<file path="config.mk">
export PLATFORM = sky130hd
export DESIGN_NAME = demux_stream
export DESIGN_NICKNAME = d
export VERILOG_FILES = /design/src/rtl/demux_stream.sv
export SDC_FILE = /design/constraint.sdc
export NUM_CORES = 1
export LEC_CHECK = 0
export CAP_MARGIN = 20
export CORE_MARGIN = 4
export CORE_UTILIZATION = 51
export DETAILED_ROUTE_END_ITERATION = 8
export HOLD_SLACK_MARGIN = 0.08
export PLACE_DENSITY_LB_ADDON = 0.3
export SETUP_SLACK_MARGIN = 0.02
export SLEW_MARGIN = 20
export SYNTH_ARGS = -nofsm -noshare
export SYNTH_HDL_FRONTEND = slang
export SYNTH_SLANG_ARGS = --single-unit
</file>
<file path="constraint.sdc">
create_clock -name clk -period 9.2 [get_ports clk]
set_input_delay 2.76 -clock clk [delete_from_list [all_inputs] [get_ports clk]]
set_output_delay 2.76 -clock clk [all_outputs]
set_load 0.01 [all_outputs]
</file>
<file path="src/rtl/demux_stream.sv">
// demux_stream: registered 1-to-N valid/ready demultiplexer with a one-word buffer per channel
module demux_stream #(
  parameter int WIDTH = 8,
  parameter int N_OUT = 8,
  parameter int SEL_W = $clog2(N_OUT),
  parameter bit ZERO_IDLE = 1
) (
  input  logic                     clk,
  input  logic                     rst,
  input  logic [WIDTH-1:0]         in_data,
  input  logic [SEL_W-1:0]         in_sel,
  input  logic                     in_valid,
  output logic                     in_ready,
  output logic [N_OUT*WIDTH-1:0]   out_data,
  output logic [N_OUT-1:0]         out_valid,
  input  logic [N_OUT-1:0]         out_ready,
  output logic [7:0]               drop_count
);
  logic [N_OUT-1:0] hit;
  logic [N_OUT-1:0] wr;
  logic [N_OUT*WIDTH-1:0] data_q;
  logic drop;
  // hit is all-zero for an out-of-range select, which makes such words always acceptable
  always_comb begin
    hit = '0;
    for (int k = 0; k < N_OUT; k++) hit[k] = in_sel == SEL_W'(k);
  end
  assign in_ready = ~|hit | |(hit & (~out_valid | out_ready));
  assign wr = hit & {N_OUT{in_valid & in_ready}};
  assign drop = in_valid & ~|hit;
  always_ff @(posedge clk or posedge rst) begin
    if (rst) begin
      out_valid <= '0;
      data_q <= '0;
      drop_count <= '0;
    end else begin
      for (int k = 0; k < N_OUT; k++) begin
        if (wr[k]) begin
          data_q[k*WIDTH +: WIDTH] <= in_data;
          out_valid[k] <= 1'b1;
        end else if (out_ready[k]) begin
          out_valid[k] <= 1'b0;
        end
      end
      if (drop && drop_count != 8'hFF) drop_count <= drop_count + 8'd1;
    end
  end
  always_comb begin
    out_data = data_q;
    for (int k = 0; k < N_OUT; k++)
      out_data[k*WIDTH +: WIDTH] = (ZERO_IDLE && !out_valid[k]) ? '0 : data_q[k*WIDTH +: WIDTH];
  end
endmodule

</file>
==> metrics.txt, run 1 <==
R2R Path Start=out_valid[3]; CTS resizes=0; Final Hold Vio Count=0; First DRT Iteration DRCs=75; vias in the first global route=~2500; Post-Synthesis Cells=266; async set or reset register ratio after synthesis=1.00; global route overflow=0; Leak Pwr=0.00207 uW; port buffer count=around 100; Die Area=roughly 0.0084 mm^2; share of cells above drive strength 1=0.284; drt wl/cell=16.8 um; largest net degree at the start of global routing=81; final worst slack=1.43 ns; setup bufs post-CTS=0; reg-to-reg setup timing slack=approximately 6.7 ns; Worst Tran Pin Value=0.982 ns; Reg2Reg Depth=5; detailed-route wire length=7.87 mm; Hold Crit Start=drop_count[0]; worst vdd ir=between 100 and 150 uV; PD cells=185 mW/mm^2; nets@finish=391; Worst Path Required=6.44 ns; Switch Pwr=213 uW; worst-path maximum fanout=10; Fin Clk Skew=0.00456 ns; post-DP HPWL=5.59 mm; internal power=690 uW; max cap viols=0; area of the multi-input gates=around 0.0015 mm^2; Die Y-Extent=91.6 um; Vias=2370; Final period util=0.844; Final ANT Viol Nets=0; Worst path slowest cell=clkdlybuf4s50_1; DP Worst Slack=about 1.4 ns; Ys Warns=0; number of flops mapped to enable cells by yosys=0; Hold Crit Class=reg -> reg; fin crit period=7.77 ns; hold buffers post-CTS=0; CTS tree=built; top post-synthesis cells by area=dfrtp_1 (56%), mux2_2 (20%), and2_1 (9.8%); fin. max-slew vios=0; outcome=completed; sequential area share after synthesis=0.561; Root Driver=clkbuf_8; Final TNS setup=0 ns; first-pass GRT wire length=12.7 mm; syn_nets=~290; Yosys reg bits=80; placer congestion estimate=between 0.8 and 0.9; crit-path most repeated cell=clkdlybuf4s50_1; drc violations=0; Die Wd=between 90 and 100 um; Filler cells=518; Buf+Inv Stages, Crit Path=2; Critical R2R Capture=data_q[34]; worst path cell trace=clkdlybuf4s50_1, nor3b_1, a31oi_1, a22oi_2, nand2_1, clkdlybuf4s50_1; Synth area leader=dfrtp_1; Layout area overhead=36.9%; Combinational Power Share=0.174; Worst path max stage delay=approximately 0.66 ns; Max Clock Freq=0.129 GHz; library cells used by synthesis=30; Sw Ratio=0.236; RSZ-0062 raised after global routing=false; GRT Overall Usage=0.198; hold depth=0; Reg area=~0.0020 mm^2; crit path kind=in -> out; Avg Cell Area, Syn=roughly 13 um^2; Cell Rows=30; initial antenna violation count=0; Synth Flop Type=dfrtp_1; share of power burned in registers=0.513; part of the power in the clock network=0.313; clock buffer depth=2; CP endpoint kind=primary output; Vias/cell=approximately 5; Initial Util=0.525; core box area=approximately 0.0068 mm^2; clk slew on worst S/H paths=0.07 ns; I/O Pins=103; TritonRoute pass-1 iters=4; Largest delay share family, worst path=buffers and inverters; Critical path origin=in_sel[2]; # diodes=0; Worst Setup Start Kind=input port; Yosys top cell area share=0.561; cts bufs inserted=9; Hold EP=drop_count[0]; crit path DAT=roughly 5.0 ns; clk sink count=80; post-synthesis cell area=approximately 0.0036 mm^2; final-report setup violation count=0; # H-tree levels=3; Worst-Skew Late Latency=0.34 ns; relative slew slack=0.345
worst register-to-register path, stage by stage, from the launching register on:
cell and delay (ns):
dfrtp_1 0.46, nor2b_1 0.21, a2111oi_4 0.42, a21oi_4 0.13, a2111oi_4 0.78, mux2_2 0.41
through the flow:
step | total power, uW | cells | hold slack [ns] | area [um^2] | utilization
after floorplan | 560 | 266 | 0.471 | 3570 | -
after global placement | 620 | 454 | 0.364 | 4660 | 0.687
after detailed placement | 630 | 454 | 0.368 | 4660 | 0.687
after CTS | 913 | 469 | 0.381 | 4880 | 0.719
after global routing | 948 | 469 | 0.399 | 4880 | 0.719
final | 903 | 469 | 0.377 | 4880 | 0.719
state kept, by name, indices dropped and copies added (netlist names):
signal	cells
data_q	64
out_valid	8
drop_count	8
power by group through the flow:
stage	Clock [uW]	Combinational [uW]	Sequential, uW
2_1_floorplan	0	103	457
3_3_place_gp	0	153	467
3_5_place_dp	0	159	471
4_1_cts	289	160	465
5_1_grt	303	171	474
6_report	283	157	464
placed cells by master, fill, tap and decap left out, types with 4 or more instances in the layout:
cell type,n
and2_1,56
and2_2,8
clkbuf_8,11
clkdlybuf4s50_1,102
dfrtp_1,80
inv_1,5
mux2_2,64
nand2_1,5
nand2b_1,4
nor2b_1,4
or2_2,4
layout make-up:
cell class / count / area share
Multi-Input combinational cell: 169 / 0.305
Timing Repair Buffer: 103 / 0.211
Sequential cell: 80 / 0.410
Tap cell: 96 / 0.0246
Clock inverter: 3 / 0.0133
Clock buffer: 12 / 0.0318
Inverter: 6 / 0.00487
routing by layer:
| layer | vias to the layer above | part of all wire | global-route usage |
|---|---|---|---|
| met5 | - | 0 | 0 |
| met4 | 0 | 0.020 | 0.0879 |
| met3 | 13 | 0.067 | 0.0541 |
| met2 | 81 | 0.47 | 0.310 |
| met1 | 1175 | 0.44 | 0.258 |
| li1 | 1101 | - | - |
worst max path at each step:
stage	cells after the start	end
floorplan	5	in_ready
global placement	6	in_ready
detailed placement	6	in_ready
CTS	6	in_ready
global route	6	in_ready
finish	6	in_ready
synth_stat cells (4+ instances only):
master	number
and2_1	56
dfrtp_1	80
nand2_1	5
mux2_2	64
clkbuf_1	8
inv_1	6
and2_2	8
nor2b_1	4
nand2b_1	4
or2_2	4
logic make-up (layout without fill, tap and decap cells):
| family | after synthesis | count (layout) | synth area share |
|---|---|---|---|
| and+or+nand+nor | 90 | 90 | 0.159 |
| muxes | 64 | 64 | 0.202 |
| DFF | 80 | 80 | 0.561 |
| buffers and inverters | 17 | 124 | 0.0214 |
| AOI/OAI and AO/OA | 15 | 15 | 0.0568 |
(Power assumes the default switching activity.)
==> run 2, diff against run 1 <==
--- a/config.mk
+++ b/config.mk
@@ -7,7 +7,7 @@
 export LEC_CHECK = 0
 export CAP_MARGIN = 20
 export CORE_MARGIN = 4
-export CORE_UTILIZATION = 51
+export CORE_UTILIZATION = 47
 export DETAILED_ROUTE_END_ITERATION = 8
 export HOLD_SLACK_MARGIN = 0.08
 export PLACE_DENSITY_LB_ADDON = 0.3
==> constraint.sdc (replaced) <==
create_clock -name clk -period 7.7 [get_ports clk]
set_input_delay 2.31 -clock clk [delete_from_list [all_inputs] [get_ports clk]]
set_output_delay 2.31 -clock clk [all_outputs]
set_load 0.01 [all_outputs]
==> metrics.txt, run 2 (synthesized netlist as in run 1, its figures left out) <==
Hold Crit Class=reg -> reg; CP endpoint kind=primary output; Worst path max stage delay=0.67 ns; Final Hold Slack=0.376 ns; most common cell after layout, fill and taps aside=clkdlybuf4s50_1; Switch Pwr=approximately 250 uW; Hold EP=drop_count[3]; Worst Setup Start Kind=input port; PD cells=between 200 and 250 mW/mm^2; R2R Path Start=out_valid[2]; Max Clock Freq=around 0.14 GHz; clock buffer depth=2; fin crit period=6.92 ns; part of the power in the clock network=0.311; max reg flops=between 60 and 70; worst path cell trace=clkdlybuf4s50_1, nor3b_1, a31oi_1, a22oi_2, nand2_1, clkdlybuf4s50_1; Die Area=a little over 0.009 mm^2; outcome=completed; Critical R2R Capture=data_q[38]; core box area=between 0.007 and 0.008 mm^2; Leak Pwr=about 0.0021 uW; hold depth=0; Final TNS setup=0 ns; post-DP HPWL=around 5.7 mm; nets@finish=between 300 and 400; clk slew on worst S/H paths=0.07 ns; initial antenna violation count=0; internal power=roughly 820 uW; Vias=between 2000 and 2500; clk sink count=80; Worst-Skew Late Latency=0.34 ns; Worst Path Required=5.39 ns; max cap viols=0; global route overflow=0; share of power burned in registers=0.514; CTS tree=built; cts bufs inserted=9; port buffer count=102; drc violations=0; Cell Rows=31; worst vdd ir=128 uV; CTS resizes=0; crit path DAT=4.61 ns; hold buffers post-CTS=0; Reg2Reg Depth=5; vias in the first global route=2451; First DRT Iteration DRCs=90; largest register by flop count=data_q; Initial Util=0.487; # diodes=0; relative slew slack=0.367; Final period util=0.898; Buf+Inv Stages, Crit Path=2; drt wl/cell=17.0 um; Final Hold Vio Count=0; Die Y-Extent=roughly 95 um; worst-path maximum fanout=10; GRT Overall Usage=0.192; Fin Clk Skew=0.0104 ns; Final ANT Viol Nets=0; crit-path most repeated cell=clkdlybuf4s50_1; reg-to-reg setup timing slack=5.20 ns; detailed-route wire length=8.02 mm; placer congestion estimate=~0.77; largest net degree at the start of global routing=64; Regs by FF count=data_q (64), drop_count (8), out_valid (8); fin. max-slew vios=0; Die Wd=about 95 um; TritonRoute pass-1 iters=4; Worst Tran Pin Value=around 0.94 ns; Largest delay share family, worst path=buffers and inverters; share of cells above drive strength 1=0.284; placed cell area=0.00467 mm^2; Vias/cell=4.98; I/O Pins=103; first-pass GRT wire length=13.0 mm; Root Driver=clkbuf_8; Sw Ratio=0.234; Hold Crit Start=drop_count[3]; # H-tree levels=3; final-report setup violation count=0; Combinational Power Share=0.175; Layout area overhead=37.0%; final instance area=0.00489 mm^2; crit path kind=in -> out; RSZ-0062 raised after global routing=false; setup bufs post-CTS=0; Worst path slowest cell=clkdlybuf4s50_1; most frequent cells in the layout=clkdlybuf4s50_1 (102), dfrtp_1 (80), mux2_2 (64), and2_1 (56), clkbuf_8 (11)
## run 2: cell counts in the layout (fill, tap and decap cells not counted)
Identical to the previous run, type by type.
## run 2: how the worst max path moves through the flow
stage                     startpoint        to  slack [ns]  cells past startpoint
after floorplan            in_sel[2]  in_ready        2.04                      5
after global placement     in_sel[2]  in_ready        0.94                      6
after detailed placement   in_sel[2]  in_ready        0.79                      6
after CTS                  in_sel[2]  in_ready        0.79                      6
after global routing       in_sel[2]  in_ready        0.70                      6
final                      in_sel[2]  in_ready        0.78                      6
## run 2: power by group through the flow
stage,Sequential [uW],Combinational (uW),Clock (uW)
floorplan,546,123,0
global placement,555,184,0
detailed placement,561,191,0
CTS,553,191,344
global route,566,207,359
finish,552,188,335
## run 2: area by class of cell
cell class / instances / area (um^2)
inverters: 6 / 23.8
flip-flops and latches: 80 / 2000
clock inverters: 3 / 65.1
fillers: 570 / 2440
clock buffers: 12 / 155
well taps: 99 / 124
repair buffers: 103 / 1030
multi-input cells: 169 / 1490
## run 2: routing by layer
metal  share of wire  wire length, um  track usage
met4           0.010               80       0.0781
met1            0.46             3700        0.272
met3           0.061              488       0.0450
met5               0                0            0
met2            0.47             3740        0.286
## run 2: metrics by stage
step / utilization / worst slack (ns) / instances / power (uW)
6_report: 0.667 / 0.785 / 472 / 1080
5_1_grt: 0.667 / 0.696 / 472 / 1130
4_1_cts: 0.667 / 0.792 / 472 / 1090
3_5_place_dp: 0.637 / 0.793 / 457 / 752
3_3_place_gp: 0.637 / 0.937 / 457 / 739
2_1_floorplan: - / 2.04 / 266 / 669
==> run 3, diff against run 2 <==
--- a/config.mk
+++ b/config.mk
@@ -6,7 +6,7 @@
 export NUM_CORES = 1
 export LEC_CHECK = 0
 export CAP_MARGIN = 20
-export CORE_MARGIN = 4
+export CORE_MARGIN = 5
 export CORE_UTILIZATION = 47
 export DETAILED_ROUTE_END_ITERATION = 8
 export HOLD_SLACK_MARGIN = 0.08
==> metrics.txt, run 3 (synthesized netlist as in run 1, its figures left out) <==
outcome=completed; RSZ-0062 raised after global routing=false; Final TNS setup=0 ns; Final Total Pwr=1040 uW; post-DP HPWL=5.58 mm; Worst Path Required=5.39 ns; GRT Overall Usage=0.180; Leak Pwr=around 0.0021 uW; Layout Cells excl Fill=between 400 and 500; hold depth=0; Final ANT Viol Nets=0; max reg flops=64; relative slew slack=0.325; worst-path maximum fanout=10; First DRT Iteration DRCs=~150; final-report setup violation count=0; Hold Crit Class=reg -> reg; dpl cells=457; fin. max-slew vios=0; drt wl/cell=17.2 um; Fin Clk Skew=0.00671 ns; clk sink count=80; Worst Tran Pin Value=1.00 ns; detailed-route wire length=about 8.1 mm; Die Wd=97.1 um; Final period util=0.891; vias in the first global route=2494; crit path kind=in -> out; Layout area overhead=36.6%; final worst slack=between 0.8 and 0.9 ns; crit path DAT=4.55 ns; port buffer count=between 100 and 150; placer congestion estimate=0.782; Vias/cell=5.00; largest net degree at the start of global routing=81; hold buffers post-CTS=0; share of cells above drive strength 1=0.286; reg-to-reg setup timing slack=5.21 ns; Max Clock Freq=about 0.15 GHz; Die Y-Extent=97.1 um; most common cell after layout, fill and taps aside=clkdlybuf4s50_1; setup bufs post-CTS=0; Root Driver=clkbuf_8; R2R Path Start=out_valid[2]; Hold EP=drop_count[6]; Regs by FF count=data_q (64), drop_count (8), out_valid (8); clock buffer depth=2; worst vdd ir=around 120 uV; TritonRoute pass-1 iters=5; initial antenna violation count=0; clk slew on worst S/H paths=~0.070 ns; # diodes=0; CP endpoint kind=primary output; nets@finish=392; most frequent cells in the layout=clkdlybuf4s50_1 (102), dfrtp_1 (80), mux2_2 (64), and2_1 (56), clkbuf_8 (10); Worst Setup Start Kind=input port; CTS resizes=0; Final Hold Vio Count=0; CTS tree=built; global route overflow=0; max cap viols=0; fin crit period=between 6 and 7 ns; Vias=2363; Cell Rows=31; Critical R2R Capture=data_q[14]; Hold Crit Start=drop_count[6]; largest register by flop count=data_q; Reg2Reg Depth=5; DP Worst Slack=0.854 ns; PD cells=213 mW/mm^2; drc violations=0; cts bufs inserted=9; Initial Util=0.487; Die Area=0.00944 mm^2; first-pass GRT wire length=13.3 mm; Worst-Skew Late Latency=around 0.34 ns; Util after Layout=0.665; core box area=~0.0073 mm^2; # H-tree levels=3; I/O Pins=103
==> run 3: per-stage QoR <==
step	cell area [um^2]	hold WS, ns
global route	4870	0.394
floorplan	3570	0.471
detailed placement	4670	0.367
finish	4870	0.378
global placement	4670	0.364
CTS	4850	0.383
==> run 3: cell type report <==
cell class / instances / area [um^2]
Clock inverter: 4 / 45.0
Tap cell: 99 / 124
Inverter: 6 / 23.8
Sequential cell: 80 / 2000
Clock buffer: 11 / 141
Multi-Input combinational cell: 169 / 1490
Timing Repair Buffer: 104 / 1050
Fill cell: 568 / 2460
==> run 3: worst max path at each step <==
stage / startpoint / end / slack, ns / depth (start not counted)
after CTS: in_sel[2] / in_ready / 0.84 / 6
after global placement: in_sel[2] / in_ready / 0.92 / 6
after floorplan: in_sel[2] / in_ready / 2.04 / 5
after detailed placement: in_sel[2] / in_ready / 0.85 / 6
final: in_sel[2] / in_ready / 0.84 / 6
after global routing: in_sel[2] / in_ready / 0.68 / 6
==> run 3: where the power goes <==
group	internal, uW	switching, uW
clock	155	140
sequential	509	45.1
combinational	118	72.2
==> run 3: worst max-delay path: stages <==
cell and delay [ns]:
clkdlybuf4s50_1 0.67, nor3b_1 0.31, a31oi_1 0.09, a22oi_2 0.51, nand2_1 0.16, clkdlybuf4s50_1 0.52
==> run 3: layer usage <==
layer / share of wire / track usage / vias up
met1: 0.45 / 0.236 / 1160
met2: 0.47 / 0.286 / 84
met3: 0.067 / 0.0524 / 10
met5: 0 / 0 / -
li1: - / - / 1109
met4: 0.014 / 0.0659 / 0
